--- config.mk ---
export PLATFORM = sky130hd
export DESIGN_NAME = seg_scan_driver
export DESIGN_NICKNAME = d
export VERILOG_FILES = /design/src/rtl/seg_pkg.sv /design/src/rtl/seg7_decode.sv /design/src/rtl/seg_scan_driver.sv
export SDC_FILE = /design/constraint.sdc
export NUM_CORES = 1
export LEC_CHECK = 0
export CORE_UTILIZATION = 53
export CTS_CLUSTER_SIZE = 28
export DETAILED_ROUTE_END_ITERATION = 8
export GPL_ROUTABILITY_DRIVEN = 1
export PLACE_DENSITY = 0.79
export SYNTH_ARGS = -nofsm -noshare
export SYNTH_HDL_FRONTEND = slang
export SYNTH_HIERARCHICAL = 1
export SYNTH_SLANG_ARGS = --single-unit
--- constraint.sdc ---
create_clock -name clk -period 3.2 [get_ports clk]
set_input_delay 0.64 -clock clk [delete_from_list [all_inputs] [get_ports clk]]
set_output_delay 0.64 -clock clk [all_outputs]
set_load 0.05 [all_outputs]
--- src/rtl/seg_pkg.sv ---
// Shared definitions for the 7-segment display path.
//   DIGITS      : number of multiplexed digits
//   nibble_t    : one hex digit value
//   glyph_t     : active-high segment pattern {g,f,e,d,c,b,a}
//   seg7_glyph  : nibble -> glyph lookup (0-9, A, b, C, d, E, F)
package seg_pkg;

   localparam int DIGITS = 8;

   typedef logic [3:0] nibble_t;
   typedef logic [6:0] glyph_t;

   localparam glyph_t GLYPH_0 = 7'h3F;
   localparam glyph_t GLYPH_1 = 7'h06;
   localparam glyph_t GLYPH_2 = 7'h5B;
   localparam glyph_t GLYPH_3 = 7'h4F;
   localparam glyph_t GLYPH_4 = 7'h66;
   localparam glyph_t GLYPH_5 = 7'h6D;
   localparam glyph_t GLYPH_6 = 7'h7D;
   localparam glyph_t GLYPH_7 = 7'h07;
   localparam glyph_t GLYPH_8 = 7'h7F;
   localparam glyph_t GLYPH_9 = 7'h6F;
   localparam glyph_t GLYPH_A = 7'h77;
   localparam glyph_t GLYPH_B = 7'h7C;
   localparam glyph_t GLYPH_C = 7'h39;
   localparam glyph_t GLYPH_D = 7'h5E;
   localparam glyph_t GLYPH_E = 7'h79;
   localparam glyph_t GLYPH_F = 7'h71;

   function automatic glyph_t seg7_glyph(input nibble_t nib);
      glyph_t g;
      case (nib)
         4'h0:    g = GLYPH_0;
         4'h1:    g = GLYPH_1;
         4'h2:    g = GLYPH_2;
         4'h3:    g = GLYPH_3;
         4'h4:    g = GLYPH_4;
         4'h5:    g = GLYPH_5;
         4'h6:    g = GLYPH_6;
         4'h7:    g = GLYPH_7;
         4'h8:    g = GLYPH_8;
         4'h9:    g = GLYPH_9;
         4'hA:    g = GLYPH_A;
         4'hB:    g = GLYPH_B;
         4'hC:    g = GLYPH_C;
         4'hD:    g = GLYPH_D;
         4'hE:    g = GLYPH_E;
         default: g = GLYPH_F;
      endcase
      return g;
   endfunction

endpackage

--- src/rtl/seg7_decode.sv ---
// Combinational hex nibble to 7-segment glyph decoder.
//   i_nibble : digit value 0-F
//   o_glyph  : active-high segment pattern {g,f,e,d,c,b,a}
module seg7_decode
   import seg_pkg::*;
(
   input  logic [3:0] i_nibble,
   output logic [6:0] o_glyph
);

   assign o_glyph = seg7_glyph(i_nibble);

endmodule

--- src/rtl/seg_scan_driver.sv ---
// Time-multiplexed 8-digit 7-segment display driver.
// Snapshots the digit inputs once per frame, scans one digit per slot with a
// dark guard interval at the start of each slot, and applies leading-zero
// blanking and output polarity.
//   clk, rst_n      : system clock, async active-low reset
//   seg0..seg7      : digit values, seg0 rightmost
//   dp_in           : decimal point per digit
//   blank_lz        : enable leading-zero blanking
//   dig_sel         : one-hot digit select (registered)
//   seg_out         : {dp,g,f,e,d,c,b,a} (registered)
//   frame_done      : one-cycle pulse after the digit-7 slot ends
module seg_scan_driver
   import seg_pkg::*;
#(
   parameter int CLK_FREQ_HZ = 50_000_000,
   parameter int SCAN_HZ     = 1_000,
   parameter int GHOST_CYC   = 16,
   parameter bit SEG_ACT_LOW = 1'b1,
   parameter bit SEL_ACT_LOW = 1'b1
)
(
   input  logic       clk,
   input  logic       rst_n,
   input  logic [3:0] seg0,
   input  logic [3:0] seg1,
   input  logic [3:0] seg2,
   input  logic [3:0] seg3,
   input  logic [3:0] seg4,
   input  logic [3:0] seg5,
   input  logic [3:0] seg6,
   input  logic [3:0] seg7,
   input  logic [7:0] dp_in,
   input  logic       blank_lz,
   output logic [7:0] dig_sel,
   output logic [7:0] seg_out,
   output logic       frame_done
);

   localparam int DIV = CLK_FREQ_HZ / (SCAN_HZ * DIGITS);
   localparam int CW  = (DIV > 1) ? $clog2(DIV) : 1;
   localparam logic [CW-1:0] CNT_LAST  = CW'(DIV - 1);
   localparam logic [CW-1:0] CNT_GHOST = CW'(GHOST_CYC);
   // XOR masks that both express "all off" and flip active-high patterns
   localparam logic [7:0] SEL_OFF = SEL_ACT_LOW ? 8'hFF : 8'h00;
   localparam logic [7:0] SEG_OFF = SEG_ACT_LOW ? 8'hFF : 8'h00;

   logic [CW-1:0]              r_count;
   logic [2:0]                 r_idx;
   logic                       r_init;
   logic [DIGITS-1:0][3:0]     r_shadow;
   logic [7:0]                 r_dp;
   logic                       r_lz;
   logic [7:0]                 r_dig_sel;
   logic [7:0]                 r_seg_out;
   logic                       r_frame_done;

   logic [DIGITS-1:0][3:0]     w_seg_in;
   logic                       w_slot_end;
   logic                       w_frame_end;
   logic                       w_snap;
   logic [6:0]                 w_glyph;
   logic [DIGITS-1:0]          w_blank;
   logic [7:0]                 w_sel_nxt;
   logic [7:0]                 w_seg_nxt;

   assign w_seg_in    = {seg7, seg6, seg5, seg4, seg3, seg2, seg1, seg0};
   assign w_slot_end  = (r_count == CNT_LAST);
   assign w_frame_end = w_slot_end && (r_idx == 3'd7);
   // r_init gives one capture on the first edge after reset release so the
   // display does not wait a whole frame before showing live data
   assign w_snap      = r_init || w_frame_end;

   always_ff @(posedge clk or negedge rst_n) begin
      if (!rst_n) begin
         r_count <= '0;
         r_idx   <= '0;
         r_init  <= 1'b1;
      end else begin
         r_init <= 1'b0;
         if (w_slot_end) begin
            r_count <= '0;
            r_idx   <= r_idx + 3'd1;
         end else begin
            r_count <= r_count + 1'b1;
         end
      end
   end

   always_ff @(posedge clk or negedge rst_n) begin
      if (!rst_n) begin
         r_shadow <= '0;
         r_dp     <= '0;
         r_lz     <= 1'b0;
      end else if (w_snap) begin
         r_shadow <= w_seg_in;
         r_dp     <= dp_in;
         r_lz     <= blank_lz;
      end
   end

   seg7_decode u_decode (
      .i_nibble (r_shadow[r_idx]),
      .o_glyph  (w_glyph)
   );

   // Digit i is blank when it and every digit to its left are zero;
   // digit 0 always shows so an all-zero value reads "0".
   always_comb begin : lz_mask
      logic w_zero_run;
      w_zero_run = 1'b1;
      w_blank    = '0;
      for (int i = DIGITS - 1; i >= 0; i--) begin
         w_zero_run = w_zero_run && (r_shadow[i] == 4'd0);
         w_blank[i] = r_lz && w_zero_run && (i != 0);
      end
   end

   always_comb begin
      w_sel_nxt = SEL_OFF;
      w_seg_nxt = SEG_OFF;
      if (r_count >= CNT_GHOST) begin
         w_sel_nxt = (8'b1 << r_idx) ^ SEL_OFF;
         w_seg_nxt = {r_dp[r_idx], (w_blank[r_idx] ? 7'h00 : w_glyph)} ^ SEG_OFF;
      end
   end

   always_ff @(posedge clk or negedge rst_n) begin
      if (!rst_n) begin
         r_dig_sel    <= SEL_OFF;
         r_seg_out    <= SEG_OFF;
         r_frame_done <= 1'b0;
      end else begin
         r_dig_sel    <= w_sel_nxt;
         r_seg_out    <= w_seg_nxt;
         r_frame_done <= w_frame_end;
      end
   end

   assign dig_sel    = r_dig_sel;
   assign seg_out    = r_seg_out;
   assign frame_done = r_frame_done;

endmodule

# --- After elaboration in Yosys (flattened, before gate mapping) ---
# Memories as Yosys holds them, arrays and structs flattened.
# Cells that the tools add are included.
classes:
  addsub: 2
  mul: 0
  div: 0
  order_cmp: 2
  eq_ne: 2
  shifts: 1
  n_mux: 10
  bitwise: 2
  n_reduce_logical: 22
ops:
  columns: ["operator", "n"]
  rows:
  - ["4-bit logical NOT", 7]
  - ["8-bit two-way mux", 2]
  - ["8-bit NOT", 2]
  - ["1-bit logical AND", 14]
  - ["13-bit by 1-bit adder with 13-bit output (second input constant)", 1]
  - ["13-bit equality test (second input constant)", 1]
  - ["13-bit by 5-bit >= comparator with 1-bit output (second input constant)", 1]
  - ["13-bit two-way mux", 1]
  - ["4-bit binary-select mux with 3-bit select", 1]
  - ["1-bit by 3-bit << shifter with 8-bit output (first input constant)", 1]
  - ["7-bit two-way mux", 1]
  - ["1-bit binary-select mux with 3-bit select", 2]
  - ["3-bit by 4-bit less-than comparator with 1-bit output (second input constant)", 1]
  - ["4-bit two-way mux", 1]
  - ["3-bit by 1-bit adder with 3-bit output (second input constant)", 1]
  - ["3-bit equality test (second input constant)", 1]
  - ["1-bit two-way mux", 2]
  - ["1-bit logical OR", 1]
word_totals:
  regBits: 75
  latchBits: 0
  mem_bits_rw: 0
  rom_bits: 112
  out_inout_bits: 17
  memories: 1
memory_table:
  columns: ["memory", "words", "width", "read_ports", "rd_ports_with_merged_regs", "write_ports", "line_no", "source"]
  rows:
  - ["(no name shown)", 16, 7, 1, 0, 0, "seg_pkg.sv:32", "case (nib)"]

# --- Depth between registers and ports, before layout ---
# Gate-level depths: netlist (run 1).
depth:
  ltp_word: 13
  ltp_mapped: 10
  depth_no_buf: 8

# --- Modules after synthesis ---
# The synthesis (run 1) kept the hierarchy.
modules_own_cells:
  columns: ["mod", "instances", "cells_per_inst", "area_each_um2"]
  rows:
  - ["seg_scan_driver", 1, 257, 3433.3]
  - ["seg7_decode", 1, 33, 287.8]

# --- Worst setup path before layout (run 1) ---
# Ideal clock, no wire load.
synth_timing:
  path_kind: "register to register"
  from: "register r_idx[0]"
  to: "register r_seg_out[3], in the netlist seg_out[3]"
  t_arrival_ns: 2.727
  t_required_ns: 3.119
  setup_slack_ns: 0.391
  path_stages_with_launch: 11
  path_buffers: 2
  period_less_slack_ns: 2.809
  path_cell_list: "dfrtp_1 -> clkbuf_1 -> buf_1 -> mux4_2 -> nand2_1 -> nand2_1 -> inv_1 -> ha_1 -> inv_1 -> mux4_1 -> o211ai_1"
synth_between:
  elab_chain_cells: 6
synth_lines:
  columns: ["item", "line_no", "source"]
  rows:
  - ["start, declared", "seg_scan_driver.sv:48", "logic [2:0] r_idx;"]
  - ["start signal, assigned", "seg_scan_driver.sv:82", "r_idx <= r_idx + 3'd1;"]
  - ["4-bit binary-select mux with 3-bit select", "seg_scan_driver.sv:102", ".i_nibble (r_shadow[r_idx]),"]
  - ["4-bit two-way mux (not written as such)", "seg_scan_driver.sv:102", null]
  - ["memory read 16 x 7 bit", null, null]
  - ["via w_glyph[3]", "seg_scan_driver.sv:61", "logic [6:0] w_glyph;"]
  - ["7-bit two-way mux", "seg_scan_driver.sv:123", "w_seg_nxt = {r_dp[r_idx], (w_blank[r_idx] ? 7'h00 : w_glyph)} ^ SEG_OFF;"]
  - ["8-bit NOT (no source line)", null, null]
  - ["8-bit two-way mux", "seg_scan_driver.sv:121", "if (r_count >= CNT_GHOST) begin"]
  - ["via w_seg_nxt[3]", "seg_scan_driver.sv:64", "logic [7:0] w_seg_nxt;"]
  - ["end signal, assigned", "seg_scan_driver.sv:134", "r_seg_out <= w_seg_nxt;"]
  - ["end, declared", "seg_scan_driver.sv:54", "logic [7:0] r_seg_out;"]
# The timed path passes the listed nets, and every way through them passes these cells. The select of a mux whose other input is x is not followed.
# A chain may end at the register's enable or synchronous reset.

# --- Worst setup path in the final report (run 1) ---
# Ends and elaborated chain as after synthesis.

==> results.json, run 1 <==
{
  "synthCells": 290,
  "startpoint_type": "flip-flop",
  "die_area_sq_um": 7360,
  "grt_max_degree": 76,
  "hold_violations": 0,
  "syn_area_sq_um": 3720,
  "synth_top_family_by_area": "multiplexers",
  "drc": 0,
  "ir_drop_v": 0.000293,
  "setup_violations": 0,
  "status": "finished, final reports clean",
  "grt_first_pass_wirelength_microns": 11800,
  "overflow": 0,
  "grt_usage_pct": 21.0,
  "cts_setup_buffers": 0,
  "synth_cell_types": 48,
  "worst_hold_path_type": "in -> async",
  "tightest_slew_ps": 908,
  "rows": 30,
  "met3_usage_pct": 5.97,
  "avgSynthCellArea_sq_um": 12.8,
  "synthToLayoutAreaGrowth_pct": 23.1,
  "io_pins": 60,
  "synthMuxAreaShare_pct": 21.5,
  "powerDensity_nw_per_um2": 480,
  "synthXorXnorAreaFrac_pct": 1.65,
  "critPathMaxFanout": 12,
  "cts_resized": 0,
  "tritoncts": "yes",
  "power.leakage_nw": 1.87,
  "synth.top_cell.area_share_pct": 39.0,
  "synthSimpleGateAreaFrac_pct": 11.4,
  "power_switching_share_pct": 24.5,
  "nNetsFinal": 409,
  "initialDrtViolationCount": 149,
  "antenna_cells": 0,
  "synth_seq_cells": 75,
  "power_frac_comb_pct": 15.1,
  "ys_seq_area_share_pct": 51.0,
  "cts_buffer_depth": 2,
  "drv_slew": 0,
  "p_sw_w": 0.000540,
  "whs_ps": 507,
  "synth_fp_nets": 349,
  "clock_latency_ps": 340,
  "yosys.area.top_type": "dfrtp_1",
  "finalCritPeriodShare_pct": 82.2,
  "initial_core_util_pct": 54.8,
  "clk_pin_slew_ps": 70,
  "postSynth.asyncResetShare_pct": 100,
  "drt_first_pass_iters": 4,
  "min_period_ps": 2630,
  "clock_power_share_pct": 36.0,
  "rsz0062_at_grt": "no",
  "cts-root-buf": "clkbuf_8",
  "seq_power_share_pct": 48.9,
  "synth_compound_area_share_pct": 5.28,
  "cp_top_family": "multiplexers",
  "wl_per_cell_microns": 15.2,
  "busiest_layer": "met2",
  "dp_hpwl_microns": 4830,
  "die_y_microns": 85.8,
  "path_cells": "mux4_2 > nand2_1 > nand2_1 > inv_1 > ha_1 > inv_1 > mux4_1 > o211ai_1",
  "max_slew_margin_pct": 39.5,
  "worst_setup_path_end_kind": "flip-flop",
  "critPathArrivalTime_ps": 2890,
  "hold_buffers": 0,
  "cp.required_ps": 3460,
  "finalClockSkew_ps": 10.8,
  "ant_nets": 0,
  "die_x_microns": 85.8,
  "grtUsageMet2_pct": 31.3,
  "ys.flop_type": "dfrtp_1",
  "synthTopCellsByArea": "dfrtp_1 (39%), mux2_2 (12%), dfstp_2 (12%)",
  "met1_usage_pct": 30.1,
  "final_cell_mix": "dfrtp_1 (58), clkdlybuf4s50_1 (58), mux2_2 (41)",
  "fin_setup_tns_ps": 0,
  "slowest_delay_ps": 710,
  "grt_pass1_vias": 2446,
  "clock_sinks": 75,
  "final_util_pct": 67.4,
  "gp_congestion": 0.858,
  "cap_viol_max_count": 0,
  "core_sq_um": 6790,
  "port-buffer-count": 59,
  "drive_above_1_share_pct": 27.6,
  "cts_buffers": 9,
  "routed_wl_microns": 6850,
  "crit_type": "reg -> reg",
  "vias": 2444,
  "htreeDepth": 3,
  "antenna_found_initial": 0,
  "critPathBufInv": 2,
  "synth-edff-count": 0,
  "worst_path_max_delay_cell": "dfrtp_1",
  "intPower_w": 0.00166,
  "yosys_warnings": 6,
  "detail_route.vias_per_cell": 5.42,
  "fmax_mhz": 380,
  "synthAdderAreaFrac_pct": 5.38
}
-- kinds of logic after synthesis --
kind of cell             Yosys count
buffers and inverters             25
AND/OR/NAND/NOR                   78
flip-flops                        75
multiplexers                      59
AO/OA/AOI/OAI                     29
adder cells (fa/ha/maj)           16
XOR/XNOR                           7
other                              1
-- area by class of cell --
class / count / area, sq um
Multi-Input combinational cell: 190 / 1690
Fill cell: 525 / 2210
Timing Repair Buffer: 62 / 608
Clock inverter: 5 / 76.3
Inverter: 12 / 45.0
Tap cell: 96 / 120
Clock buffer: 11 / 141
Sequential cell: 75 / 1900
-- flip-flops by register name, summed over array words and instances (netlist names), 3 cells and up --
signal and cells:
dig_sel 8, r_count 13, r_dp 8, r_idx 3, r_shadow 32, seg_out 8
-- power groups by stage --
stage                     combinational (W)  sequential, W  clock (W)
after CTS                          0.000337        0.00107   0.000808
after detailed placement           0.000336        0.00109          0
after global routing               0.000361        0.00108   0.000854
after global placement             0.000327        0.00109          0
after floorplan                    0.000158        0.00114          0
final                              0.000333        0.00108   0.000791
-- metrics by stage --
step           power (W)  std cells  instance area [sq um]  worst slack [ps]
2_1_floorplan    0.00129        290                   3720               391
3_3_place_gp     0.00142        435                   4360               699
3_5_place_dp     0.00143        435                   4360               593
4_1_cts          0.00222        451                   4580               569
5_1_grt          0.00230        451                   4580               379
6_report         0.00220        451                   4580               568
-- worst paths after layout --
| path | from | end | slack, ps | cells past startpoint |
|---|---|---|---|---|
| worst max-delay path | r_idx[0] | seg_out[3] | 570 | 8 |
| min in group clk | r_dp[5] | r_dp[5] | 510 | 1 |
| max in group asynchronous | rst_n | r_shadow[6] | 2100 | 2 |
| worst max register to register | r_idx[0] | seg_out[3] | 570 | 8 |
| worst min register to register | r_dp[5] | r_dp[5] | 510 | 1 |
| worst min-delay path | rst_n | r_count[9] | 510 | 2 |
-- worst register-to-register path, stage by stage (launching register included) --
cell,delay (ps)
dfrtp_1,710
mux4_2,570
nand2_1,80
nand2_1,120
inv_1,140
ha_1,240
inv_1,70
mux4_1,500
o211ai_1,120
-- cells in the mapped netlist, drive strengths merged, types with 2 or more instances --
cell type	count
a31oi	2
xnor2	5
nand4	2
mux2i	4
nand2	32
nand3	11
dfrtp	58
o21ai	6
ha	16
inv	12
nor4	11
buf	9
mux2	44
and2	3
or4	3
xor2	2
nor2	4
nor2b	2
mux4	11
o211ai	7
a21oi	7
clkbuf	4
nor3	3
dfstp	17
-- per-layer routing --
layer  vias up  wire length [microns]
met2        77                   3170
met5         -                      0
met1      1202                   3250
met4         0                     77
met3         6                    345
li1       1159                      -
Power figures use the tool's default switching activity.
==> inputs of run 2 (changes only) <==
- CORE_UTILIZATION: 53 -> 48
- PLACE_DENSITY: 0.79 -> 0.76
- clock period: 3.2 -> 2.2 ns (I/O delays scaled with it)
==> run 2 against run 1 <==
Via count is 2.5% higher. Non-clock buffer count is 13 higher. Clock skew is 1.7 ps higher.
==> results.json, run 2 (synthesized netlist as in run 1, its figures left out) <==
{
  "tightest_slew_ps": 517,
  "power_w": 0.00324,
  "cts_buffer_depth": 2,
  "cap_viol_max_count": 0,
  "grt_usage_pct": 19.6,
  "clk_pin_slew_ps": 80,
  "slowest_delay_ps": 550,
  "initialDrtViolationCount": 124,
  "whs_ps": 28.2,
  "r2r_slack_ps": 30,
  "dp.cells": 445,
  "worst_setup_path_end_kind": "flip-flop",
  "clock_sinks": 75,
  "hold_buffers": 0,
  "finalClockSkew_ps": 12.5,
  "nNetsFinal": 422,
  "gp_congestion": 0.770,
  "tritoncts": "yes",
  "grt_pass1_vias": 2571,
  "die_y_microns": 90.0,
  "instances_no_fill": 467,
  "layout_setup_ws_ps": 34.8,
  "ir_drop_v": 0.000414,
  "dp_hpwl_microns": 5420,
  "powerDensity_nw_per_um2": 676,
  "startpoint": "r_idx[1]",
  "final_util_pct": 65.1,
  "final_common_cell": "clkdlybuf4s50_1",
  "drive_above_1_share_pct": 34.2,
  "top_register": "r_shadow",
  "drc": 0,
  "crit_top_cell": "ha_1",
  "status": "finished, final reports clean",
  "setup_violations": 0,
  "antenna_found_initial": 0,
  "critPathArrivalTime_ps": 2390,
  "grt_first_pass_wirelength_microns": 12500,
  "r2r_start": "r_idx[1]",
  "worst_path_max_delay_cell": "dfrtp_1",
  "crit_type": "reg -> reg",
  "max_slew_margin_pct": 65.5,
  "overflow": 0,
  "worst_hold_path_type": "in -> async",
  "ant_nets": 0,
  "antenna_cells": 0,
  "critPathMaxFanout": 33,
  "finalCritPeriodShare_pct": 98.4,
  "initial_core_util_pct": 50.5,
  "reg_top3": "r_shadow x32, r_count x13",
  "synthToLayoutAreaGrowth_pct": 28.9,
  "hold_violations": 0,
  "startpoint_type": "flip-flop",
  "io_pins": 60,
  "htreeDepth": 3,
  "min_period_ps": 2170,
  "die_x_microns": 90.0,
  "detail_route.vias_per_cell": 5.37,
  "core_sq_um": 7370,
  "cts-root-buf": "clkbuf_8",
  "drv_slew": 0,
  "port-buffer-count": 59,
  "drt_first_pass_iters": 4,
  "vias": 2506,
  "final_cell_mix": "clkdlybuf4s50_1 (58), dfrtp_1 (57), mux2_2 (41)",
  "largest_reg_flops": 32,
  "cts_buffers": 9,
  "wl_per_cell_microns": 15.8,
  "routed_wl_microns": 7370,
  "grt_max_degree": 39,
  "clock_latency_ps": 350,
  "rsz0062_at_grt": "yes",
  "fmax_mhz": 462,
  "post-place-ws_ps": -25.0,
  "r2r-end": "r_shadow[1]",
  "die_area_sq_um": 8110,
  "power.leakage_nw": 1.95,
  "rows": 31,
  "cp.required_ps": 2430,
  "path_cells": "buf_4 > ha_1 > ha_1 > a21oi_4 > buf_12 > mux2_2",
  "rr_worst_depth": 6
}
## run 2: changes by cell type in the layout (fill, tap and decap cells not counted), sizes merged
cell / previous run / this run
buf: 4 / 16
inv: 12 / 13
## run 2: repair_timing
item | in CTS | in global routing
pin swaps | 0 | 2
setup buffers | 3 | 2
setup endpoints to repair | 1 | 29
resized for setup | 1 | 10
gates cloned | 0 | 1
## run 2: area by class of cell
type,instances,area [sq um]
Fill cell,565,2570
Clock inverter,6,90.1
Sequential cell,75,1900
Tap cell,99,124
Timing Repair Buffer,75,761
Clock buffer,10,128
Inverter,12,52.6
Multi-Input combinational cell,190,1740
## run 2: critical path, delay by kind of cell, from the launching register on
family                   cells  cell delay (ps)
flip-flops                   1              550
buffers and inverters        2              460
adder cells (fa/ha/maj)      2              450
multiplexers                 1              360
AO/OA/AOI/OAI                1              180
## run 2: power by group
group	switching [W]	total [W]	internal [W]
clock network	0.000512	0.00116	0.000643
logic	0.000244	0.000521	0.000277
registers	0.0000694	0.00157	0.00150
total	0.000826	0.00324	0.00242
## run 2: through the flow
step / area [sq um] / TNS (ps)
finish: 4800 / 0
global route: 4800 / -423
CTS: 4730 / 0
detailed placement: 4480 / -25.0
global placement: 4480 / 0
floorplan: 3770 / -39.2
## run 2: worst max-delay path by stage
stage / to / slack (ps) / cells past startpoint
after global placement: seg_out[3] / 40 / 8
after global routing: seg_out[3] / -40 / 8
final: r_shadow[1] / 30 / 6
after CTS: seg_out[3] / 5 / 8
after floorplan: seg_out[3] / -40 / 9
after detailed placement: seg_out[3] / -20 / 8
## run 2: metal layers
metal / track usage, % / up-vias / wire length (microns)
li1: - / 1195 / -
met1: 27.2 / 1244 / 3400
met2: 30.0 / 56 / 3590
met3: 4.91 / 11 / 285
met4: 6.59 / 0 / 90
met5: 0 / - / 0
